### config.mk
export PLATFORM = sky130hd
export DESIGN_NAME = sram_write_arbiter_flat
export DESIGN_NICKNAME = d
export VERILOG_FILES = /design/src/rtl/sram_write_arbiter_if.sv /design/src/rtl/sram_write_arbiter.sv /design/src/flat_wrapper.sv
export SDC_FILE = /design/constraint.sdc
export NUM_CORES = 1
export LEC_CHECK = 0
export ABC_AREA = 0
export CAP_MARGIN = 25
export CORE_ASPECT_RATIO = 0.5
export CORE_MARGIN = 10
export CORE_UTILIZATION = 40
export CTS_CLUSTER_SIZE = 16
export DETAILED_ROUTE_END_ITERATION = 16
export GPL_TIMING_DRIVEN = 0
export RECOVER_POWER = 100
export SYNTH_ARGS = -nofsm -noshare
export SYNTH_HDL_FRONTEND = slang
export SYNTH_SLANG_ARGS = --single-unit
export TNS_END_PERCENT = 5
### constraint.sdc
create_clock -name clk -period 6.6 [get_ports clk]
set_input_delay 1.32 -clock clk [delete_from_list [all_inputs] [get_ports clk]]
set_output_delay 1.32 -clock clk [all_outputs]
set_load 0.01 [all_outputs]
### src/rtl/sram_write_arbiter_if.sv
// Write-ownership request/grant bundle between the 16 switch ports and one SRAM arbiter.
interface sram_write_arbiter_if #(
    parameter int unsigned PORT_NUM = 16,
    parameter int unsigned IDX_W    = 4,
    parameter int unsigned CNT_W    = 10
);
    logic [PORT_NUM-1:0] req;
    logic [PORT_NUM-1:0] xfer_vld;
    logic [PORT_NUM-1:0] xfer_eop;
    logic [CNT_W-1:0]    hold_limit;
    logic [PORT_NUM-1:0] grant;
    logic [IDX_W-1:0]    grant_idx;
    logic                grant_vld;
    logic                timeout_err;

    // Port side: raises requests and data beats, observes ownership.
    modport master (
        output req, xfer_vld, xfer_eop, hold_limit,
        input  grant, grant_idx, grant_vld, timeout_err
    );

    // Arbiter side.
    modport slave (
        input  req, xfer_vld, xfer_eop, hold_limit,
        output grant, grant_idx, grant_vld, timeout_err
    );
endinterface

### src/rtl/sram_write_arbiter.sv
// Per-SRAM write arbiter: round-robin grant held until owner eop, with hold watchdog.
module sram_write_arbiter #(
    parameter int unsigned PORT_NUM = 16,
    parameter int unsigned IDX_W    = 4,
    parameter int unsigned CNT_W    = 10
) (
    input  logic                 clk,
    input  logic                 rst,
    sram_write_arbiter_if.slave  bus
);
    typedef enum logic {IDLE, HOLD} state_t;

    state_t              state;
    state_t              state_nxt;
    logic [PORT_NUM-1:0] grant_q,   grant_d;
    logic [IDX_W-1:0]    idx_q,     idx_d;
    logic                vld_q,     vld_d;
    logic                to_q,      to_d;
    logic [IDX_W-1:0]    rr_q,      rr_d;
    logic [CNT_W-1:0]    cnt_q,     cnt_d;

    logic [IDX_W-1:0]    cand;
    logic [IDX_W-1:0]    pick_idx;
    logic                pick_found;
    logic                owner_eop;
    logic                wd_expire;
    logic                release_c;

    // First requesting port at or after rr_q, wrapping around.
    always_comb begin
        pick_idx   = '0;
        pick_found = 1'b0;
        cand       = '0;
        for (int unsigned i = 0; i < PORT_NUM; i++) begin
            cand = IDX_W'((32'(rr_q) + i) % PORT_NUM);
            if (!pick_found && bus.req[cand]) begin
                pick_idx   = cand;
                pick_found = 1'b1;
            end
        end
    end

    // Release causes; eop wins over the watchdog when both hit in one cycle.
    always_comb begin
        owner_eop = bus.xfer_vld[idx_q] & bus.xfer_eop[idx_q];
        wd_expire = (bus.hold_limit != '0) && (cnt_q == (bus.hold_limit - CNT_W'(1)));
        release_c = owner_eop | wd_expire;
    end

    // State register plus registered outputs and bookkeeping.
    always_ff @(posedge clk) begin
        if (rst) begin
            state   <= IDLE;
            grant_q <= '0;
            idx_q   <= '0;
            vld_q   <= 1'b0;
            to_q    <= 1'b0;
            rr_q    <= '0;
            cnt_q   <= '0;
        end else begin
            state   <= state_nxt;
            grant_q <= grant_d;
            idx_q   <= idx_d;
            vld_q   <= vld_d;
            to_q    <= to_d;
            rr_q    <= rr_d;
            cnt_q   <= cnt_d;
        end
    end

    // Next-state logic.
    always_comb begin
        state_nxt = state;
        case (state)
            IDLE: if (pick_found) state_nxt = HOLD;
            HOLD: if (release_c)  state_nxt = IDLE;
        endcase
    end

    // Next values of the registered outputs, round-robin pointer and hold counter.
    always_comb begin
        grant_d = grant_q;
        idx_d   = idx_q;
        vld_d   = vld_q;
        to_d    = 1'b0;
        rr_d    = rr_q;
        cnt_d   = cnt_q;
        case (state)
            IDLE: begin
                grant_d = '0;
                idx_d   = '0;
                vld_d   = 1'b0;
                if (pick_found) begin
                    grant_d = PORT_NUM'(1) << pick_idx;
                    idx_d   = pick_idx;
                    vld_d   = 1'b1;
                    cnt_d   = '0;
                end
            end
            HOLD: begin
                if (release_c) begin
                    grant_d = '0;
                    idx_d   = '0;
                    vld_d   = 1'b0;
                    to_d    = ~owner_eop;
                    rr_d    = (idx_q == IDX_W'(PORT_NUM - 1)) ? '0 : idx_q + IDX_W'(1);
                    cnt_d   = '0;
                end else if (cnt_q != '1) begin
                    cnt_d = cnt_q + CNT_W'(1);
                end
            end
        endcase
    end

    assign bus.grant       = grant_q;
    assign bus.grant_idx   = idx_q;
    assign bus.grant_vld   = vld_q;
    assign bus.timeout_err = to_q;
endmodule

### src/flat_wrapper.sv
// flat-port wrapper written by rule: the top's interface ports become plain ports
module sram_write_arbiter_flat 
#(
    parameter int unsigned PORT_NUM = 16,
    parameter int unsigned IDX_W    = 4,
    parameter int unsigned CNT_W    = 10
)
  (clk, rst, bus_req, bus_xfer_vld, bus_xfer_eop, bus_hold_limit, bus_grant, bus_grant_idx, bus_grant_vld, bus_timeout_err);
  sram_write_arbiter_if #(.PORT_NUM(PORT_NUM), .IDX_W(IDX_W), .CNT_W(CNT_W)) bus_i ();
  input  logic clk;
  input  logic rst;
  input wire logic [$bits(bus_i.req)-1:0] bus_req;
  input wire logic [$bits(bus_i.xfer_vld)-1:0] bus_xfer_vld;
  input wire logic [$bits(bus_i.xfer_eop)-1:0] bus_xfer_eop;
  input wire logic [$bits(bus_i.hold_limit)-1:0] bus_hold_limit;
  output wire logic [$bits(bus_i.grant)-1:0] bus_grant;
  output wire logic [$bits(bus_i.grant_idx)-1:0] bus_grant_idx;
  output wire logic [$bits(bus_i.grant_vld)-1:0] bus_grant_vld;
  output wire logic [$bits(bus_i.timeout_err)-1:0] bus_timeout_err;
  assign bus_i.req = bus_req;
  assign bus_i.xfer_vld = bus_xfer_vld;
  assign bus_i.xfer_eop = bus_xfer_eop;
  assign bus_i.hold_limit = bus_hold_limit;
  assign bus_grant = bus_i.grant;
  assign bus_grant_idx = bus_i.grant_idx;
  assign bus_grant_vld = bus_i.grant_vld;
  assign bus_timeout_err = bus_i.timeout_err;
  sram_write_arbiter #(.PORT_NUM(PORT_NUM), .IDX_W(IDX_W), .CNT_W(CNT_W)) u_core (.clk(clk), .rst(rst), .bus(bus_i));
endmodule
; ---- Word level (Yosys, flattened, before mapping)
; Index checks and enable logic that the tools add are counted.
[op_classes]
n_addsub = 18
magnitude_cmp = 17
n_eq_ne = 6
shift = 1
n_mux = 84
bitwise = 5
n_reduce_logical = 35
[ops]
columns = cell, n
row1 = $lt A4 B5 Y1 const B, 17
row2 = $mux W4, 19
row3 = $bmux W1 S4, 18
row4 = $mux W1, 37
row5 = $add A4 B4 Y4 const B, 8
row6 = $mux W16, 2
row7 = $pmux W16 S2, 1
row8 = $mux W10, 3
row9 = $pmux W10 S2, 1
row10 = $add A4 B3 Y4 const B, 4
row11 = $logic_and A1 B1 Y1, 16
row12 = $shl A1 B4 Y16 const A, 1
row13 = $logic_not A1 Y1, 15
row14 = $add A10 B1 Y10 const B, 1
row15 = $eq A10 B10 Y1, 1
row16 = $ne A10 B10 Y1 const B, 1
row17 = $reduce_bool A10 Y1, 1
row18 = $sub A10 B1 Y10 const B, 1
row19 = $add A4 B1 Y4 const B, 2
row20 = $add A4 B2 Y4 const B, 2
row21 = $pmux W4 S2, 1
row22 = $eq A4 B4 Y1 const B, 1
row23 = $pmux W1 S2, 2
row24 = $reduce_and A2 Y1, 2
row25 = other kinds (7), 9
[totals]
regBits = 37
input_bits = 60
out_inout_bits = 22
elab_cells = 173

; ---- Logic depth before layout (Yosys ltp)
[logic_depth]
word_depth = 51
mapped_depth = 19
ltp_nobuf = 11

; ---- Worst setup path after synthesis
; OpenSTA, ideal clock, no wires.
[synth_path]
path_type = register to register
startpoint = register u_core.rr_q[1]
endpoint = register u_core.grant_q[2] (netlist: u_core.bus.grant[2])
setup_ps = 96
arrival_ps = 4684
required_time_ps = 6504
setup_slack_ps = 1821
path_stages_with_launch = 16
path_buffers = 5
period_less_slack_ps = 4779
cell_sequence = dfxtp_1 -> buf_2 -> buf_2 -> clkinv_1 -> ha_1 -> clkbuf_1 -> buf_2 -> mux4_1 -> mux2_2 -> mux2_4 -> or4b_4 -> a211o_1 -> o32a_2 -> or2_1 -> buf_6 -> o41ai_2
[synth_between]
elab_chain_cells = 51
elab_cells_between_ends = 112
classes_between = add/sub (15) / shift (1) / mux (66) / reduce/logical (30)
[synth_lines]
columns = element, line_no
row1 = "start, declared", sram_write_arbiter.sv:19  ; logic [IDX_W-1:0] rr_q, rr_d;
row2 = "start signal, assigned", sram_write_arbiter.sv:66  ; rr_q <= rr_d;
row3 = branches (longest 49 deep; another with $add A4 B1 Y4), --
row4 = $mux W16 *, sram_write_arbiter.sv:93  ; if (pick_found) begin
row5 = $pmux W16 S2 *, sram_write_arbiter.sv:88  ; case (state)
row6 = "end signal, assigned", sram_write_arbiter.sv:62  ; grant_q <= grant_d;
row7 = "end, declared", sram_write_arbiter.sv:15  ; logic [PORT_NUM-1:0] grant_q, grant_d;
; Mark *: on every way between the ends. The select of a mux whose other input is x is not followed.
; A chain may end at the register's enable or synchronous reset.

; ---- Worst setup path in the final report
[layout_path]
startpoint = register u_core.rr_q[1]
endpoint = register u_core.grant_q[7] (netlist: u_core.bus.grant[7])
; Same word-level chain as after synthesis.

==> impl_metrics.yaml <==
cells_and_area:
  fin_cells: 795
  ff_latch_area_um2: 740.7
  fin_area_um2: 5921
  area_growth_syn_to_layout_pct: 24.82
  multi_input_comb_area_um2: 3766
  layout-drive-gt1-share_pct: 14.15
  fillers: 1092
  antenna_cells: 0
  nNetsFinal: 706
die:
  fp-row-count: 27
  boundaryPins: 82
  core_area_um2: 11280
  die-area_um2: 16880
  die_height_um: 97
  dieWidth_um: 174
  start_util_pct: 42.04
sta:
  setup_viol: 0
  rsz0062_at_grt: "no"
  skew_ns: 0.003230
  slew_headroom_pct: 31.02
  finalCritPeriodShare_pct: 92.22
  fmax_ghz: 0.1643
  setup_tns_ns: 0
  drv_slew: 0
  period_needed_ns: 6.086
  hold_viol_final: 0
  tightest_slew_ns: 1.021
setup_path:
  critPathRequiredTime_ns: 6.75
  cp-end-kind: "flip-flop"
  criticalPathCategory: "reg2reg"
  critPathArrivalTime_ns: 6.23
  critPathMaxFanout: 10
  start_kind: "flip-flop"
global_route:
  grt_use_total_pct: 17.94
  grt_max_degree: 14
  grt_pass1_wl_um: 25410
  grt_pass1_vias: 4534
  gr-total-overflow: 0
  antenna_found_initial: 0
power:
  swShare_pct: 50.59
  irDropWorstVdd_uv: 162.3
  p_int_mw: 1.318
  p_leak_nw: 2.100
  power.switching_mw: 1.349
  power_density_nw_per_um2: 450.5
  pwr-share-clk_pct: 11.7
  seqPwrFrac_pct: 11.4
  p_comb_share_pct: 76.9
clock_tree:
  cts_tree: "done"
  clock_latency_ns: 0.28
  clockBufferDepth: 2
  holdBufCountCts: 0
  cts_sinks: 37
  cts_max_level: 2
  cts_root_buf: "clkbuf_16"
  ctsResizeCount: 0
  cts-buffers-inserted: 5
  postCtsSetupRepairBufs: 0
  path_clk_slew_ns: 0.06
logic_synthesis:
  ys_seq_area_share_pct: 15.62
  synth_cells: 548
  ys_ff_latch: 37
  synth_compound_area_share_pct: 23.79
  yosysMostFrequentCell: "nand2_1"
  synth_top_family_by_area: "multiplexers"
  synth_area_per_cell_um2: 8.656
  synth.top_cells.by_count: "52 x nand2_1, 37 x dfxtp_1, 36 x nor2_1"
  async_flop_share_pct: 0
  synthTopCellsByArea: "dfxtp_1 16%, mux4_2 14%, mux2i_1 6.8%"
  yosys-mux-area-fraction_pct: 27.43
  synth-edff-count: 0
  netlist_area_um2: 4743
  yosys_warnings: 0
  syn_nets: 619
  synthAdderAreaFrac_pct: 2.902
  synth_flop_cell: "dfxtp_1"
  synthXorXnorAreaFrac_pct: 5.882
  yosysTopAreaCell: "dfxtp_1"
  synth_top_area_share_pct: 15.62
  ys_types: 84
  synthSimpleGateAreaFrac_pct: 19.68
drt:
  drc_errors: 0
  drt_iter0_drc: 372
  vias_per_cell: 6.117
  ant_nets: 0
  routedWlPerCell_um: 19.85
  routed_wl_um: 15780
  vias: 4863
  dr.pass1.iters: 5
place:
  postPlaceCellArea_um2: 5733
  dp_hpwl_um: 12650
  dp.cells: 786
  gp_congestion: 0.9484
  portBuffers: 79
min_path:
  hp-class: "reg2reg"
run_status:
  status: "completed"
run:
  drv_cap: 0
-- layout make-up --
cell class / count / area share (%)
plain buffers: 29 / 2.811
well taps: 159 / 3.360
clock inverters: 3 / 1.162
multi-input cells: 467 / 63.61
repair buffers: 80 / 13.48
inverters: 15 / 0.9510
clock buffers: 5 / 2.113
flip-flops and latches: 37 / 12.51
-- placed cells by master (no fill, tap or decap), types with 5 or more instances in the layout --
master	netlist	layout
nor3_1	14	14
nand2_1	52	52
o21a_1	5	5
o21ai_0	27	27
and2_1	8	8
a211oi_1	9	9
nor4_1	5	5
clkdlybuf4s50_1	0	56
nand3_1	23	23
inv_1	13	13
a22oi_1	7	7
nand4_1	5	5
a21oi_1	21	21
o211ai_1	14	14
mux2_2	19	19
o22ai_1	5	5
xnor2_1	21	21
mux4_2	30	30
xor2_1	9	9
clkbuf_16	0	5
ha_1	11	11
dfxtp_1	37	37
clkbuf_1	11	11
mux2i_1	32	32
dlygate4sd3_1	0	23
o31ai_1	14	14
buf_2	10	10
or3_1	5	5
nor2_1	36	36
-- cell families (layout without fill, tap and decap cells) --
family | count (synthesis) | count (layout)
simple gates | 182 | 182
compound gates | 157 | 157
mux | 86 | 86
buf+inv | 44 | 132
flops | 37 | 37
xor+xnor | 31 | 31
fa+ha+maj | 11 | 11
-- critical path: stages, from the launching register on --
cell	delay, ns
dfxtp_1	0.54
buf_2	0.30
buf_2	0.31
clkinv_1	0.42
ha_1	0.44
clkbuf_1	0.34
buf_2	0.34
mux4_1	0.46
mux2_2	0.36
mux2_4	0.32
nor4b_2	0.51
and4_1	0.26
buf_2	0.18
a41o_1	0.22
buf_2	0.23
and3b_1	0.23
o21ai_1	0.30
o31ai_1	0.16
-- worst paths after layout --
kind / from / endpoint / slack, ns / cells past startpoint
hold reg to reg: u_core.bus.grant[2] / u_core.bus.grant[2] / 0.45 / 2
setup reg to reg: u_core.rr_q[1] / u_core.bus.grant[7] / 0.51 / 17
setup / recovery: u_core.rr_q[1] / u_core.bus.grant[7] / 0.51 / 17
hold / removal: u_core.bus.grant[2] / u_core.bus.grant[2] / 0.45 / 2
-- registers in the layout (all words and copies together) (netlist names) --
name / cells
u_core.rr_q: 4
u_core.bus.timeout_err: 1
u_core.state: 1
u_core.bus.grant_idx: 4
u_core.cnt_q: 10
u_core.bus.grant: 16
u_core.bus.grant_vld: 1
-- through the flow --
stage | util (%) | hold WS [ns] | setup slack, ns | total power, mW
floorplan | - | 0.4725 | 1.821 | 1.795
global placement | 50.81 | 0.4421 | 0.6043 | 2.342
detailed placement | 50.81 | 0.4460 | 0.6123 | 2.335
CTS | 52.53 | 0.4605 | 0.5865 | 2.656
global route | 52.47 | 0.4672 | 0.01961 | 2.855
finish | 52.47 | 0.4504 | 0.5136 | 2.667
-- power by group through the flow --
stage	clock, mW	sequential, mW	combinational [mW]
final	0.311	0.304	2.05
after global routing	0.328	0.312	2.21
after CTS	0.314	0.306	2.04
after detailed placement	0	0.310	2.03
after global placement	0	0.310	2.03
after floorplan	0	0.313	1.48
-- layer usage --
metal | track usage [%] | part of all wire, % | vias to the layer above
met3 | 2.941 | 6.1 | 24
met5 | 0 | 0 | -
met1 | 24.93 | 47 | 2313
met4 | 4.016 | 1.6 | 0
met2 | 28.41 | 45 | 196
li1 | - | - | 2330
Note: power is estimated with default switching activity, not from simulation.
